## src/rtl/serial_adder_pkg.sv

```systemverilog
// Shared types and defaults for the bit-serial adder controller.
// Imported by the interface, the controller and the testbench.
package serial_adder_pkg;

  typedef enum logic [1:0] {
    IDLE,
    RUN,
    DONE
  } state_t;

  localparam int WIDTH_DEF = 8;

  function automatic int cnt_w(input int w);
    return $clog2(w + 1);
  endfunction

endpackage

```

## src/rtl/serial_adder_if.sv

```systemverilog
// Request/result bundle between a requester and the serial adder.
// master = requester, slave = controller.
interface serial_adder_if #(
  parameter int WIDTH = serial_adder_pkg::WIDTH_DEF
);

  logic             start;
  logic [WIDTH-1:0] a;
  logic [WIDTH-1:0] b;
  logic             cin;
  logic             busy;
  logic             done;
  logic [WIDTH-1:0] sum;
  logic             cout;

  modport master (
    output start, a, b, cin,
    input  busy, done, sum, cout
  );

  modport slave (
    input  start, a, b, cin,
    output busy, done, sum, cout
  );

endinterface

```

## src/rtl/full_adder_dataflow.sv

```systemverilog
// Shared 1-bit full adder datapath.
// Purely combinational; time-shared by the serial controller.
module full_adder_dataflow (
  input  logic a,
  input  logic b,
  input  logic cin,
  output logic sum,
  output logic cout
);

  assign sum  = a ^ b ^ cin;
  assign cout = (a & b) | (cin & (a ^ b));

endmodule

```

## src/rtl/serial_adder_ctrl.sv

```systemverilog
// Bit-serial adder controller: one full-adder step per clock, LSB first.
// Result registers update only on the completion edge.
module serial_adder_ctrl
  import serial_adder_pkg::*;
#(
  parameter int WIDTH = WIDTH_DEF
) (
  input  logic           clk,
  input  logic           rst,
  serial_adder_if.slave  bus
);

  localparam int CW = cnt_w(WIDTH);
  localparam logic [CW-1:0] LAST = CW'(WIDTH - 1);

  state_t state_q, state_d;

  logic [CW-1:0]    cnt_q;
  logic [WIDTH-1:0] sa_q;
  logic [WIDTH-1:0] sb_q;
  logic [WIDTH-1:0] ps_q;
  logic [WIDTH-1:0] ps_d;
  logic [WIDTH-1:0] sum_q;
  logic             carry_q;
  logic             cout_q;

  logic fa_s;
  logic fa_co;
  logic last;
  logic accept;
  logic busy;
  logic done;

  full_adder_dataflow u_fa (
    .a    (sa_q[0]),
    .b    (sb_q[0]),
    .cin  (carry_q),
    .sum  (fa_s),
    .cout (fa_co)
  );

  assign last   = (cnt_q == LAST);
  assign accept = (state_q != RUN) && bus.start;

  always_ff @(posedge clk or posedge rst) begin
    if (rst) begin
      state_q <= IDLE;
    end else begin
      state_q <= state_d;
    end
  end

  always_comb begin
    state_d = state_q;
    unique case (state_q)
      IDLE:    if (bus.start) state_d = RUN;
      RUN:     if (last) state_d = DONE;
      DONE:    state_d = bus.start ? RUN : IDLE;
      default: state_d = IDLE;
    endcase
  end

  always_comb begin
    busy = 1'b0;
    done = 1'b0;
    unique case (1'b1)
      (state_q == RUN):  busy = 1'b1;
      (state_q == DONE): done = 1'b1;
      default: ;
    endcase
  end

  // New sum bit enters at the MSB so the LSB lands at bit 0 after WIDTH steps
  always_comb begin
    ps_d = ps_q >> 1;
    ps_d[WIDTH-1] = fa_s;
  end

  always_ff @(posedge clk or posedge rst) begin
    if (rst) begin
      cnt_q   <= '0;
      sa_q    <= '0;
      sb_q    <= '0;
      ps_q    <= '0;
      carry_q <= 1'b0;
      sum_q   <= '0;
      cout_q  <= 1'b0;
    end else if (accept) begin
      sa_q    <= bus.a;
      sb_q    <= bus.b;
      carry_q <= bus.cin;
      cnt_q   <= '0;
    end else if (state_q == RUN) begin
      sa_q    <= sa_q >> 1;
      sb_q    <= sb_q >> 1;
      ps_q    <= ps_d;
      carry_q <= fa_co;
      cnt_q   <= cnt_q + CW'(1);
      if (last) begin
        sum_q  <= ps_d;
        cout_q <= fa_co;
      end
    end
  end

  assign bus.busy = busy;
  assign bus.done = done;
  assign bus.sum  = sum_q;
  assign bus.cout = cout_q;

endmodule

```

## src/flat_wrapper.sv

```systemverilog
// flat-port wrapper written by rule: the top's interface ports become plain ports
module serial_adder_ctrl_flat import serial_adder_pkg::*;
#(
  parameter int WIDTH = WIDTH_DEF
)
  (clk, rst, bus_start, bus_a, bus_b, bus_cin, bus_busy, bus_done, bus_sum, bus_cout);
  serial_adder_if #(.WIDTH(WIDTH)) bus_i ();
  input  logic clk;
  input  logic rst;
  input wire logic [$bits(bus_i.start)-1:0] bus_start;
  input wire logic [$bits(bus_i.a)-1:0] bus_a;
  input wire logic [$bits(bus_i.b)-1:0] bus_b;
  input wire logic [$bits(bus_i.cin)-1:0] bus_cin;
  output wire logic [$bits(bus_i.busy)-1:0] bus_busy;
  output wire logic [$bits(bus_i.done)-1:0] bus_done;
  output wire logic [$bits(bus_i.sum)-1:0] bus_sum;
  output wire logic [$bits(bus_i.cout)-1:0] bus_cout;
  assign bus_i.start = bus_start;
  assign bus_i.a = bus_a;
  assign bus_i.b = bus_b;
  assign bus_i.cin = bus_cin;
  assign bus_busy = bus_i.busy;
  assign bus_done = bus_i.done;
  assign bus_sum = bus_i.sum;
  assign bus_cout = bus_i.cout;
  serial_adder_ctrl #(.WIDTH(WIDTH)) u_core (.clk(clk), .rst(rst), .bus(bus_i));
endmodule
```

## config.mk

```make
export PLATFORM = sky130hd
export DESIGN_NAME = serial_adder_ctrl_flat
export DESIGN_NICKNAME = d
export VERILOG_FILES = /design/src/rtl/serial_adder_pkg.sv /design/src/rtl/serial_adder_if.sv /design/src/rtl/full_adder_dataflow.sv /design/src/rtl/serial_adder_ctrl.sv /design/src/flat_wrapper.sv
export SDC_FILE = /design/constraint.sdc
export NUM_CORES = 1
export LEC_CHECK = 0
export ABC_AREA = 1
export CAP_MARGIN = 40
export CORE_MARGIN = 4
export CORE_UTILIZATION = 46
export DETAILED_ROUTE_END_ITERATION = 10
export HOLD_SLACK_MARGIN = 0.05
export PLACE_DENSITY = 0.75
export SYNTH_ARGS = -nofsm -noshare
export SYNTH_HDL_FRONTEND = slang
export SYNTH_SLANG_ARGS = --single-unit
export TNS_END_PERCENT = 5
```

## constraint.sdc

```tcl
create_clock -name clk -period 1.2 [get_ports clk]
set_input_delay 0.3 -clock clk [delete_from_list [all_inputs] [get_ports clk]]
set_output_delay 0.3 -clock clk [all_outputs]
set_load 0.02 [all_outputs]
```

==> run_results.csv <==
group,metric,value,unit
sta,timing.max_slew.rel_slack,86.0,%
floorplan,start_util,49.4,%
run_status,outcome,"finished with violations",
worst_setup_path,end_kind,"primary output",
clocking,clockBufferDepth,2,
worst_setup_path,crit_chain,"inv_2 > nor2_4 > buf_6",
worst_setup_path,arrival,1030,ps
sta,setup_viol,11,
route,drc_errors,0,
route,vias,1348,
clocking,clock_sinks,39,
sta,worst_slack,-129,ps
logic_synthesis,yosysWarnings,0,
grt,antenna_found_initial,0,
place,post-dp-hpwl,2230,µm
route,drtIter0Drc,54,
run_status,failed_checks,"negative setup slack",
clocking,hold_buffers,0,
grt,gr-usage-all-layers,15.6,%
worst_setup_path,start_kind,"flop",
worst_setup_path,cp.required,900,ps
worst_setup_path,slowest_stage,"dfrtp_1",
worst_setup_path,path_buf_inv,2,
worst_setup_path,cp_top_family,"flip-flops",
logic_synthesis,synth_cell_type_count,18,
sta,clock_skew,5.15,ps
worst_setup_path,critical-path-max-stage-delay,410,ps
sta,fin_tns_setup,-771,ps
logic_synthesis,syn-num-nets,209,
sta,slew_violations,0,
clocking,h-tree-depth,2,
place,gp_congestion,0.768,
floorplan,die-height,68.8,µm
logic_synthesis,syn_area,0.00170,mm²
sta,finalCritPeriodShare,111,%
logic_synthesis,synth.ff_latch_count,39,
grt,gr-total-overflow,0,
finish,antennaDiodeCount,0,
logic_synthesis,syn_inst,187,
pwr,power_density,2490,mW/mm²
clocking,postCtsSetupRepairBufs,0,
floorplan,die-area,0.00473,mm²
sta,hold_violations,0,
floorplan,fp.dieW,68.8,µm
finish,layout-drive-gt1-share,24.3,%
place,numPortBuffers,30,
route,wire_per_inst,11.4,µm
clocking,cts-root-buf,"clkbuf_8",
hold_path,hp-class,"in -> async",
sta,fin_crit,1330,ps
logic_synthesis,synth_area_per_cell,9.09,µm²
finish,num-nets-final,256,
sta,clock.fmax,0.752,GHz
floorplan,num_rows,21,
grt,grt_start_max_net_pins,40,
grt,grt_pass1_vias,1232,
route,via_per_inst,4.80,
floorplan,io_pins,31,
route,ant_nets,0,
pwr,p_leak,0.00113,µW
route,dr.pass1.iters,4,
sta,rsz0062_at_grt,"true",
clocking,cts_tree,"yes",
finish,synthToLayoutAreaGrowth,32.2,%
run,drv_cap,0,
worst_setup_path,cp_max_fo,3,
clocking,clkTransAtPathRegs,80,ps
clocking,clk-insertion-delay-late,290,ps
sta,tightestPinTransition,210,ps
worst_setup_path,worst-setup-path-type,"reg -> out",
clocking,numCtsBuffers,5,
sta,holdWs,363,ps
route,wl,3190,µm
floorplan,coreArea,0.00344,mm²
grt,grt_pass1_wl,5380,µm
pwr,irDropWorstVdd,1.35,mV
logic_synthesis,ys_seq_area_share,57.4,%
## layer usage
layer / wire (µm) / part of all wire [%] / GRT usage (%)
met3: 207 / 6.5 / 4.54
met1: 1500 / 47 / 20.4
met2: 1450 / 45 / 23.8
met4: 39 / 1.2 / 7.30
met5: 0 / 0 / 0
## flip-flops by register name (all words and copies together), names as in the netlist
name,count
u_core.bus.cout,1
u_core.bus.sum,8
u_core.carry_q,1
u_core.cnt_q,4
u_core.ps_q,7
u_core.sa_q,8
u_core.sb_q,8
u_core.state_q,2
## cell usage in the layout (no fill, tap or decap), types with 5 or more instances in the layout
| master | count |
|---|---|
| buf_2 | 9 |
| clkbuf_8 | 5 |
| inv_2 | 5 |
| nand2_1 | 64 |
| o21ai_2 | 7 |
| o21ai_0 | 6 |
| dfrtp_1 | 39 |
| nand3_1 | 31 |
| clkdlybuf4s50_1 | 19 |
| inv_1 | 9 |
| buf_4 | 14 |
## stage by stage
stage	instances	total power [µW]	utilization [%]	setup WS, ps	area (µm²)
3_3_place_gp	273	4530	62.6	-269	2150
3_5_place_dp	273	4610	62.6	-262	2150
4_1_cts	281	5590	64.6	-134	2220
2_1_floorplan	187	3690	-	9.82	1700
5_1_grt	281	6040	65.3	-184	2250
6_report	281	5600	65.3	-129	2250
## path summary, 6_finish.rpt
check / start / end / slack [ps] / depth (start not counted)
min reg2reg: u_core.ps_q[1]$_DFFE_PP0P_ / u_core.bus.sum[0]$_DFFE_PP0P_ / 470 / 2
min: rst / u_core.bus.sum[0]$_DFFE_PP0P_ / 360 / 3
max in group asynchronous: rst / u_core.bus.sum[2]$_DFFE_PP0P_ / 640 / 3
max reg2reg: u_core.state_q[0]$_DFFE_PP0P_ / u_core.bus.cout$_DFFE_PP0P_ / -70 / 8
max: u_core.state_q[0]$_DFFE_PP0P_ / bus_busy / -130 / 3
min in group clk: u_core.ps_q[1]$_DFFE_PP0P_ / u_core.bus.sum[0]$_DFFE_PP0P_ / 470 / 2
## final cells by class
cell class	instances	area (µm²)
clock buffers	5	68.8
clock inverters	3	43.8
fillers	303	1190
inverters	15	61.3
multi-input cells	125	616
flip-flops and latches	39	976
well taps	46	57.6
repair buffers	48	425
## report_power, final
part	internal [µW]	switching [µW]	leakage (µW)	total (µW)
Combinational	1010	1320	0.000574	2330
Sequential	1870	307	0.000495	2180
Clock	619	475	0.0000581	1090
Total	3500	2100	0.00113	5600
## synth_stat cells
cell type,instances,area (µm²)
a21oi_1,1,5.00
buf_2,4,20.0
buf_6,4,45.0
dfrtp_1,39,976
fa_1,1,20.0
ha_1,1,12.5
inv_1,11,41.3
inv_2,4,15.0
nand2_1,64,240
nand2_2,4,25.0
nand3_1,31,155
nor2_1,4,15.0
nor2_2,1,6.26
nor2_4,1,11.3
o21ai_0,8,40.0
o21ai_1,1,5.00
o21ai_2,7,61.3
o22ai_1,1,6.26
## worst min-delay path, stage by stage
cell             delay (ps)
clkdlybuf4s50_1         400
inv_1                    90
buf_12                  220
## what timing repair did
action / CTS / global route
setup endpoints to repair: 33 / 35
pin swaps: 1 / 3
hold endpoints to repair: 0 / 0
resized for setup: 49 / 10
## kinds of logic (layout without fill, tap and decap cells)
group	after synthesis	in the layout	synth area share, %
simple gates	105	105	26.6
flops	39	39	57.4
buf+inv	23	71	7.14
compound gates	18	18	6.92
fa+ha+maj	2	2	1.91
Note: power is estimated with default switching activity, not from simulation.
